## src/rtl/dac_ad5318_pkg.sv

```systemverilog
// Shared types, default command words and the data-word packer for the
// AD5318 upstream sequencer.
package dac_ad5318_pkg;

    localparam int unsigned NUM_CH = 8;
    localparam int unsigned CODE_W = 10;

    localparam logic [15:0] DEF_CMD_REF  = 16'h8030;
    localparam logic [15:0] DEF_CMD_PWR  = 16'hC000;
    localparam logic [15:0] DEF_CMD_LDAC = 16'hA002;

    typedef enum logic [2:0] {
        ST_WAIT_START,
        ST_SEND_REF,
        ST_SEND_PWR,
        ST_IDLE,
        ST_SEND_DATA,
        ST_SEND_LDAC
    } state_t;

    // Data word layout: control bit 0, DAC address, 10-bit code, two don't-care LSBs.
    function automatic logic [15:0] pack_data(input logic [2:0] ch, input logic [CODE_W-1:0] code);
        return {1'b0, ch, code, 2'b00};
    endfunction

endpackage

```

## src/rtl/dac_rr_arbiter.sv

```systemverilog
// Combinational 8-way round-robin arbiter: the search starts one past i_ptr
// and wraps; channels set in i_excl are skipped.
module dac_rr_arbiter
    import dac_ad5318_pkg::*;
(
    input  logic [NUM_CH-1:0] i_req,
    input  logic [2:0]        i_ptr,
    input  logic [NUM_CH-1:0] i_excl,
    output logic              o_gnt_valid,
    output logic [2:0]        o_gnt_idx
);

    logic [NUM_CH-1:0] w_eff;
    logic [2:0]        w_idx;

    always_comb begin
        w_eff       = i_req & ~i_excl;
        o_gnt_valid = 1'b0;
        o_gnt_idx   = '0;
        w_idx       = '0;
        for (int unsigned k = 1; k <= NUM_CH; k++) begin
            w_idx = i_ptr + 3'(k);
            if (!o_gnt_valid && w_eff[w_idx]) begin
                o_gnt_valid = 1'b1;
                o_gnt_idx   = w_idx;
            end
        end
    end

endmodule

```

## src/rtl/dac_ad5318_sequencer.sv

```systemverilog
// Upstream sequencer for the AD5318 SPI serializer: startup config words,
// round-robin per-channel data words, and an LDAC word closing each batch.
module dac_ad5318_sequencer
    import dac_ad5318_pkg::*;
#(
    parameter int unsigned STARTUP_CYC = 200,
    parameter int unsigned MAX_BATCH   = 8,
    parameter logic [15:0] CMD_REF     = DEF_CMD_REF,
    parameter logic [15:0] CMD_PWR     = DEF_CMD_PWR,
    parameter logic [15:0] CMD_LDAC    = DEF_CMD_LDAC
) (
    input  logic                     clkin,
    input  logic                     rstn,
    input  logic [NUM_CH-1:0]        ch_req,
    input  logic [NUM_CH*CODE_W-1:0] ch_code,
    output logic [NUM_CH-1:0]        ch_ack,
    output logic                     upd_done,
    output logic                     init_done,
    output logic                     busy,
    output logic [15:0]              tdata,
    output logic [2:0]               tuser,
    output logic                     tvalid,
    input  logic                     tready
);

    state_t            r_state;
    logic [31:0]       r_start_cnt;
    logic [2:0]        r_ptr;
    logic [3:0]        r_batch_cnt;
    logic [NUM_CH-1:0] r_served;
    logic [NUM_CH-1:0] r_ch_ack;
    logic              r_upd_done;
    logic              r_init_done;
    logic              r_busy;
    logic [15:0]       r_tdata;
    logic [2:0]        r_tuser;
    logic              r_tvalid;

    logic              w_hs;
    logic              w_gnt_valid;
    logic [2:0]        w_gnt_idx;
    logic [CODE_W-1:0] w_code;
    logic [3:0]        w_batch_nxt;

    assign w_hs        = r_tvalid & tready;
    assign w_code      = ch_code[w_gnt_idx*CODE_W +: CODE_W];
    assign w_batch_nxt = r_batch_cnt + 4'd1;

    // Channels already served in this batch stay masked until LDAC, so a
    // request held past its ack waits for the next batch.
    dac_rr_arbiter u_arb (
        .i_req       (ch_req),
        .i_ptr       (r_ptr),
        .i_excl      (r_served),
        .o_gnt_valid (w_gnt_valid),
        .o_gnt_idx   (w_gnt_idx)
    );

    always_ff @(posedge clkin or negedge rstn) begin
        if (!rstn) begin
            r_state     <= ST_WAIT_START;
            r_start_cnt <= '0;
            r_ptr       <= 3'd7;
            r_batch_cnt <= '0;
            r_served    <= '0;
            r_ch_ack    <= '0;
            r_upd_done  <= 1'b0;
            r_init_done <= 1'b0;
            r_busy      <= 1'b1;
            r_tdata     <= '0;
            r_tuser     <= '0;
            r_tvalid    <= 1'b0;
        end else begin
            r_ch_ack   <= '0;
            r_upd_done <= 1'b0;
            case (r_state)
                ST_WAIT_START: begin
                    if (r_start_cnt + 32'd1 >= STARTUP_CYC) begin
                        r_state  <= ST_SEND_REF;
                        r_tdata  <= CMD_REF;
                        r_tuser  <= '0;
                        r_tvalid <= 1'b1;
                    end else begin
                        r_start_cnt <= r_start_cnt + 32'd1;
                    end
                end
                ST_SEND_REF: begin
                    if (w_hs) begin
                        r_state <= ST_SEND_PWR;
                        r_tdata <= CMD_PWR;
                    end
                end
                ST_SEND_PWR: begin
                    if (w_hs) begin
                        r_state     <= ST_IDLE;
                        r_tvalid    <= 1'b0;
                        r_init_done <= 1'b1;
                        r_busy      <= 1'b0;
                    end
                end
                ST_IDLE: begin
                    // Grant is registered here; the word goes valid on the next edge.
                    if (w_gnt_valid) begin
                        r_state             <= ST_SEND_DATA;
                        r_tdata             <= pack_data(w_gnt_idx, w_code);
                        r_tuser             <= w_gnt_idx;
                        r_ptr               <= w_gnt_idx;
                        r_served[w_gnt_idx] <= 1'b1;
                        r_busy              <= 1'b1;
                    end
                end
                ST_SEND_DATA: begin
                    if (!r_tvalid) begin
                        r_tvalid <= 1'b1;
                    end else if (w_hs) begin
                        r_ch_ack[r_tuser] <= 1'b1;
                        r_batch_cnt       <= w_batch_nxt;
                        if (w_gnt_valid && (w_batch_nxt < 4'(MAX_BATCH))) begin
                            r_tdata             <= pack_data(w_gnt_idx, w_code);
                            r_tuser             <= w_gnt_idx;
                            r_ptr               <= w_gnt_idx;
                            r_served[w_gnt_idx] <= 1'b1;
                        end else begin
                            r_state <= ST_SEND_LDAC;
                            r_tdata <= CMD_LDAC;
                            r_tuser <= '0;
                        end
                    end
                end
                ST_SEND_LDAC: begin
                    if (w_hs) begin
                        r_state     <= ST_IDLE;
                        r_tvalid    <= 1'b0;
                        r_upd_done  <= 1'b1;
                        r_batch_cnt <= '0;
                        r_served    <= '0;
                        r_busy      <= 1'b0;
                    end
                end
                default: begin
                    r_state  <= ST_WAIT_START;
                    r_tvalid <= 1'b0;
                end
            endcase
        end
    end

    assign ch_ack    = r_ch_ack;
    assign upd_done  = r_upd_done;
    assign init_done = r_init_done;
    assign busy      = r_busy;
    assign tdata     = r_tdata;
    assign tuser     = r_tuser;
    assign tvalid    = r_tvalid;

endmodule

```

## config.mk

```make
export PLATFORM = sky130hd
export DESIGN_NAME = dac_ad5318_sequencer
export DESIGN_NICKNAME = d
export VERILOG_FILES = /design/src/rtl/dac_ad5318_pkg.sv /design/src/rtl/dac_rr_arbiter.sv /design/src/rtl/dac_ad5318_sequencer.sv
export SDC_FILE = /design/constraint.sdc
export NUM_CORES = 1
export LEC_CHECK = 0
export CORE_UTILIZATION = 47
export CTS_CLUSTER_SIZE = 14
export DETAILED_ROUTE_END_ITERATION = 8
export GPL_ROUTABILITY_DRIVEN = 0
export GPL_TIMING_DRIVEN = 0
export PLACE_DENSITY = 0.78
export SYNTH_ARGS = -nofsm -noshare
export SYNTH_HDL_FRONTEND = slang
export SYNTH_SLANG_ARGS = --single-unit
```

## constraint.sdc

```tcl
create_clock -name clkin -period 3.6 [get_ports clkin]
set_input_delay 0.36 -clock clkin [delete_from_list [all_inputs] [get_ports clkin]]
set_output_delay 0.36 -clock clkin [all_outputs]
set_load 0.005 [all_outputs]
```

---- Word-level counts from Yosys, hierarchy flattened ----
Cells that the tools add are included.
word-level totals
  logic and storage cells ................. 174
  register bits ........................... 81
  bits of input ports ..................... 91
cells by class
  equality and inequality tests ........... 14
  $add $sub $neg .......................... 9
  multiply operators ...................... 1
  order comparisons ....................... 14
  shift operators ......................... 1
  muxes and demuxes ....................... 81
  reduce and logical (&&, ||, !) cells .... 36
  bitwise logic cells ..................... 6
operators by type and width
  operator               number
  $mux 16                6
  $shiftx 80x8->10       1
  $mux 3                 23
  $mux 8                 8
  $pmux 16 s4            1
  $lt 3x4->1 const B     10
  $add 32x1->32 const B  1
  $ge 32x8->1 const B    1
  $bmux 1 s3             8
  $pmux 8 s3             1
  $mux 1                 23
  $ne 2x2->1 const B     8
  $pmux 3 s5             1
  $add 3x3->3 const B    4
  $mux 4                 3
  $reduce_and 6->1       2
  $logic_and 1x1->1      10
  $reduce_and 5->1       2
  $pmux 3 s3             1
  $and 8x8->8            1
  $not 8->8              1
  $or 8x8->8             1
  $pmux 4 s2             1
  $logic_not 1->1        7
  25 further kinds       37

---- Logic depth before layout (Yosys ltp) ----
  word-level depth ........................ 35
  gate-level depth with buffers ........... 16
  depth with buffers taken out ............ 11

---- Modules after synthesis ----
Synthesis repeated with hierarchy kept, for this count alone.
unflattened totals
  cell total of the unflattened synthesis .. 584
  area total of the unflattened synthesis .. 5567.8 sq um
by module, submodules not included
  module                times used  area an instance (sq um)  cells an instance
  dac_ad5318_sequencer  1           4611.9                    474
  dac_rr_arbiter        1           955.9                     110

---- Least setup slack after synthesis ----
No wires, ideal clock.
  kind .................................... flip-flop to flip-flop
  from .................................... register r_ptr[1]
  to ...................................... register r_tdata[4], in the netlist tdata[4]
  required time ........................... 3.512 ns
  arrival ................................. 3.681 ns
  period minus slack after synthesis ...... 3.770 ns
  buffers on the path ..................... 4
  cell stages (with the launch flop) ...... 15
  path slack .............................. -0.170 ns
  setup time .............................. 0.088 ns
  cells stage by stage .................... dfstp_2 -> buf_2 -> inv_1 -> ha_1 -> xor2_1 -> mux4_2 -> mux2i_1 -> o211a_1 -> or3_1 -> buf_4 -> buf_12 -> buf_12 -> mux2i_1 -> a2111o_1 -> a41oi_1
on the way
  word-level cells in the longest chain between the ends .. 31
  elaborated cells on any way between the ends .. 63
ends and longest elaborated chain
  item                          line                         text
  start, declared               dac_ad5318_sequencer.sv:28   logic [2:0] r_ptr;
  start signal, assigned        dac_ad5318_sequencer.sv:107  r_ptr <= w_gnt_idx;
  start signal, assigned        dac_ad5318_sequencer.sv:121  r_ptr <= w_gnt_idx;
  $add 3x1->3                   dac_rr_arbiter.sv:22         w_idx = i_ptr + 3'(k);
  $bmux 1 s3                    dac_rr_arbiter.sv:23         if (!o_gnt_valid && w_eff[w_idx]) begin
  $mux 1 (not written as such)  dac_rr_arbiter.sv:23
  $mux 1                        dac_rr_arbiter.sv:23
  $logic_not 1->1               dac_rr_arbiter.sv:23
  $logic_and 1x1->1             dac_rr_arbiter.sv:23
  $mux 1                        dac_rr_arbiter.sv:23
  $logic_not 1->1               dac_rr_arbiter.sv:23
  [... 15 more ...]             --
  $logic_and 1x1->1             dac_rr_arbiter.sv:23
  $mux 3                        dac_rr_arbiter.sv:23
  $mul 3x3->6                   dac_ad5318_sequencer.sv:46   assign w_code = ch_code[w_gnt_idx*CODE_W +: CODE_W];
  $shiftx 80x8->10              dac_ad5318_sequencer.sv:46
  $mux 16                       dac_ad5318_sequencer.sv:118  if (w_gnt_valid && (w_batch_nxt < 4'(MAX_BATCH))) begin
  $mux 16                       dac_ad5318_sequencer.sv:115  end else if (w_hs) begin
  $mux 16                       dac_ad5318_sequencer.sv:113  if (!r_tvalid) begin
  $pmux 16 s4                   dac_ad5318_sequencer.sv:76   case (r_state)
  end signal, assigned          dac_ad5318_sequencer.sv:105  r_tdata <= pack_data(w_gnt_idx, w_code);
  end signal, assigned          dac_ad5318_sequencer.sv:119  r_tdata <= pack_data(w_gnt_idx, w_code);
  end, declared                 dac_ad5318_sequencer.sv:35   logic [15:0] r_tdata;
Parallel ways exist; a longest one is shown, timed or not. The select of a mux whose other input is x is not followed.
A chain may end at the register's enable or synchronous reset.

---- Final worst setup path ----
  from .................................... register r_ptr[1]
  to ...................................... register r_tdata[3], in the netlist tdata[3]
The elaborated chain is that of the path after synthesis.

==> run summary <==
Slew @ Worst Pin -> 0.593 ns
Antenna violations before repair -> 0
WS Path Type -> reg2reg
Vias per cell -> 6.15
#FFs+latches synth -> 80
Max-Cap Viols -> 0
Main flop type after synthesis -> dfrtp_1
Post-route total power -> 10.2 mW
Antenna Cells -> 0
Leakage -> 3.27 nW
CTS tree -> done
# DRC -> 20
Synthesis-to-layout area growth -> 39.1%
Via count -> 5491
Die Area -> 12600 um2
Non-Filler Instances -> 893
Post-Syn Area -> 5720 um2
Root Driver -> clkbuf_16
Slew HR -> 60.5%
Skew final -> 0.0111 ns
Synthesized net count -> 680
Netlist cell types -> 78
Most common cell after layout, fill and taps aside -> clkdlybuf4s50_1
H-tree Lvls -> 3
Final hold vios -> 0
Vias in the first global route -> 5308
Worst path top cell family by delay -> multiplexers
Routed WL per cell -> 19.8 um
Type of origin of the critical path -> flop
Die width -> 112 um
Fraction of registers with async set or reset after synthesis -> 100%
Clk sinks -> 80
CP max FO -> 7
Slowest cell on crit path -> mux4_2
Core Box Area -> 11600 um2
Die height -> 112 um
Power Density -> 1280 nW/um2
I/O Buffers -> 120
Most frequent cells in the layout -> clkdlybuf4s50_1, dfrtp_1, nor2_1
Fin nets -> 841
Failing checks -> DRC, setup timing
Starting Density -> 49.2%
Setup ws final -> -0.0686 ns
RSZ-0062 raised after global routing -> yes
Share of layout cells above drive strength 1 -> 18.9%
Post-route ant nets -> 0
DR iter-0 viols -> 486
Mean post-synth cell area -> 9.79 um2
Hold Path Class -> reg2reg
FMAX -> 0.273 GHz
Worst path max stage delay -> 0.57 ns
# rows -> 39
WP buf/inv -> 4
CP Capture Type -> flop
Final Cycle Share -> 102%
First-pass iteration count of the detailed router -> 7
Clk slew on worst S/H paths -> 0.07 ns
Total global-route track usage -> 27.8%
Inst Count DP -> 848
Crit path time final -> 3.67 ns
Maximum clock path buffer count -> 2
Worst VDD drop -> 0.823 mV
Clk_lat worst skew -> 0.34 ns
Setup violators final -> 7
Register area share after synthesis -> 35.1%
Global-route wire length before repair -> 27.5 mm
Num CTS Buffers -> 9
Worst path cell trace -> buf_6 -> clkinvlp_4 -> ha_4 -> xor2_4 -> mux4_2 -> mux2i_1 -> o211a_1 -> or3_4 -> buf_12 -> buf_12 -> mux2i_2 -> mux4_2 -> o21ai_2
WP data arrival -> 3.94 ns
WP data required -> 3.87 ns
DP Wirelength -> 12.9 mm
# IOs -> 122
EDFF count, synth -> 0
Overflow after GRT -> 0
DRT Wirelength -> 17.7 mm
Final Max Tran Viols -> 0
Status -> finished, violations left
Largest net degree at the start of global routing -> 49
Synthesis Warnings -> 0
Syn Inst Count -> 584
[per-stage QoR]
step                util, %  setup WS [ns]  area [um2]  TNS (ns)  hold WS (ns)
global placement       61.5         -0.516        7150    -40.15         0.477
global route           68.5         -0.168        7950     -1.57         0.526
floorplan                 -        -0.0355        5770    -0.153        0.0644
finish                 68.5        -0.0686        7950    -0.171         0.491
detailed placement     61.7         -0.626        7170     -7.54         0.336
CTS                    67.3        -0.0288        7820    -0.139         0.496
[cell type report]
type                       instances  area (um2)
buffer                            29         233
clock buffer                       9         225
clock inverter                     7        85.1
fill                             846        3660
inverter                          15        62.6
multi-input combinational        458        3650
sequential                        80        2010
tap                              143         179
timing repair buffer             152        1510
[state kept, by name, summed over array words and instances (netlist names), 3 cells and up]
name         cells
r_start_cnt     32
tdata           15
ch_ack           8
r_served         8
r_batch_cnt      4
r_ptr            3
r_state          3
tuser            3
[synth_stat cells (3+ instances only)]
master | number | area [um2]
dfrtp_1 | 76 | 1900
nor2_1 | 50 | 188
nand2_1 | 49 | 184
mux2i_1 | 45 | 450
and2_1 | 26 | 163
mux4_2 | 24 | 541
nand2b_1 | 15 | 93.8
o21ai_0 | 15 | 75.1
a21oi_1 | 14 | 70.1
clkbuf_1 | 14 | 52.6
nand3_1 | 14 | 70.1
o21ai_1 | 14 | 70.1
inv_1 | 13 | 48.8
nor2b_1 | 13 | 81.3
a31oi_1 | 12 | 75.1
nand4_1 | 12 | 75.1
xnor2_1 | 10 | 87.6
nor3_1 | 9 | 45.0
o31ai_1 | 8 | 60.1
and3_1 | 7 | 43.8
buf_2 | 7 | 35.0
nor4_1 | 7 | 43.8
xor2_1 | 7 | 61.3
a22oi_1 | 6 | 45.0
or3_1 | 6 | 37.5
ha_1 | 5 | 62.6
nand3b_1 | 5 | 37.5
o211ai_1 | 5 | 37.5
a21o_1 | 4 | 30.0
buf_6 | 4 | 45.0
dfstp_2 | 4 | 105
mux2_2 | 4 | 45.0
o21a_1 | 4 | 30.0
o22ai_1 | 4 | 25.0
a2111o_1 | 3 | 33.8
a211oi_1 | 3 | 22.5
a221oi_1 | 3 | 26.3
o21bai_1 | 3 | 22.5
o2bb2ai_1 | 3 | 26.3
or4_1 | 3 | 22.5
[worst register-to-register path, delay by kind of cell (launching register included)]
family / cells / cell delay, ns
mux: 4 / 1.36
simple gates: 1 / 0.39
fa+ha+maj: 1 / 0.22
flops: 1 / 0.54
compound gates: 2 / 0.39
buf+inv: 4 / 0.52
xor+xnor: 1 / 0.18
[routing by layer]
metal	wire length (um)	global-route usage, %	part of all wire (%)
met3	1560	4.91	8.8
met5	0	0	0
met1	6890	34.8	39
met2	8350	45.8	47
met4	871	15.2	4.9
[repair_timing]
item | CTS | global route
gates cloned | 2 | 0
pin swaps | 11 | 9
hold buffers | 1 | 0
setup endpoints to repair | 27 | 28
resized for setup | 24 | 30
hold endpoints to repair | 30 | 0
buffers inserted | 22 | 6
[logic make-up after synthesis]
group	Yosys count	synth area share (%)
other cells	1	0.0656
compound gates	127	15.5
xor+xnor	17	2.60
buf+inv	46	4.70
mux	77	19.4
flops	80	35.1
fa+ha+maj	5	1.09
simple gates	231	21.5
[power breakdown]
| part | internal [mW] | leakage (nW) | total [mW] | switching (mW) |
|---|---|---|---|---|
| Sequential | 1.16 | 1.04 | 1.40 | 0.244 |
| Combinational | 3.99 | 2.08 | 7.80 | 3.81 |
| Clock | 0.552 | 0.146 | 0.962 | 0.409 |
[final timing paths]
check                                                   end  slack [ns]  depth (start not counted)                  from
min in group asynchronous       r_start_cnt[15]$_DFFE_PN0P_        0.50                          2                  rstn
worst max register to register         tdata[3]$_DFFE_PN0P_       -0.07                         13  r_ptr[1]$_DFFE_PN1P_
worst min-delay path                   tdata[2]$_DFFE_PN0P_        0.49                          2  tdata[2]$_DFFE_PN0P_
max in group asynchronous              r_ptr[2]$_DFFE_PN1P_        2.46                          3                  rstn
worst max-delay path                   tdata[3]$_DFFE_PN0P_       -0.07                         13  r_ptr[1]$_DFFE_PN1P_
worst min register to register         tdata[2]$_DFFE_PN0P_        0.49                          2  tdata[2]$_DFFE_PN0P_
(Power assumes the default switching activity.)
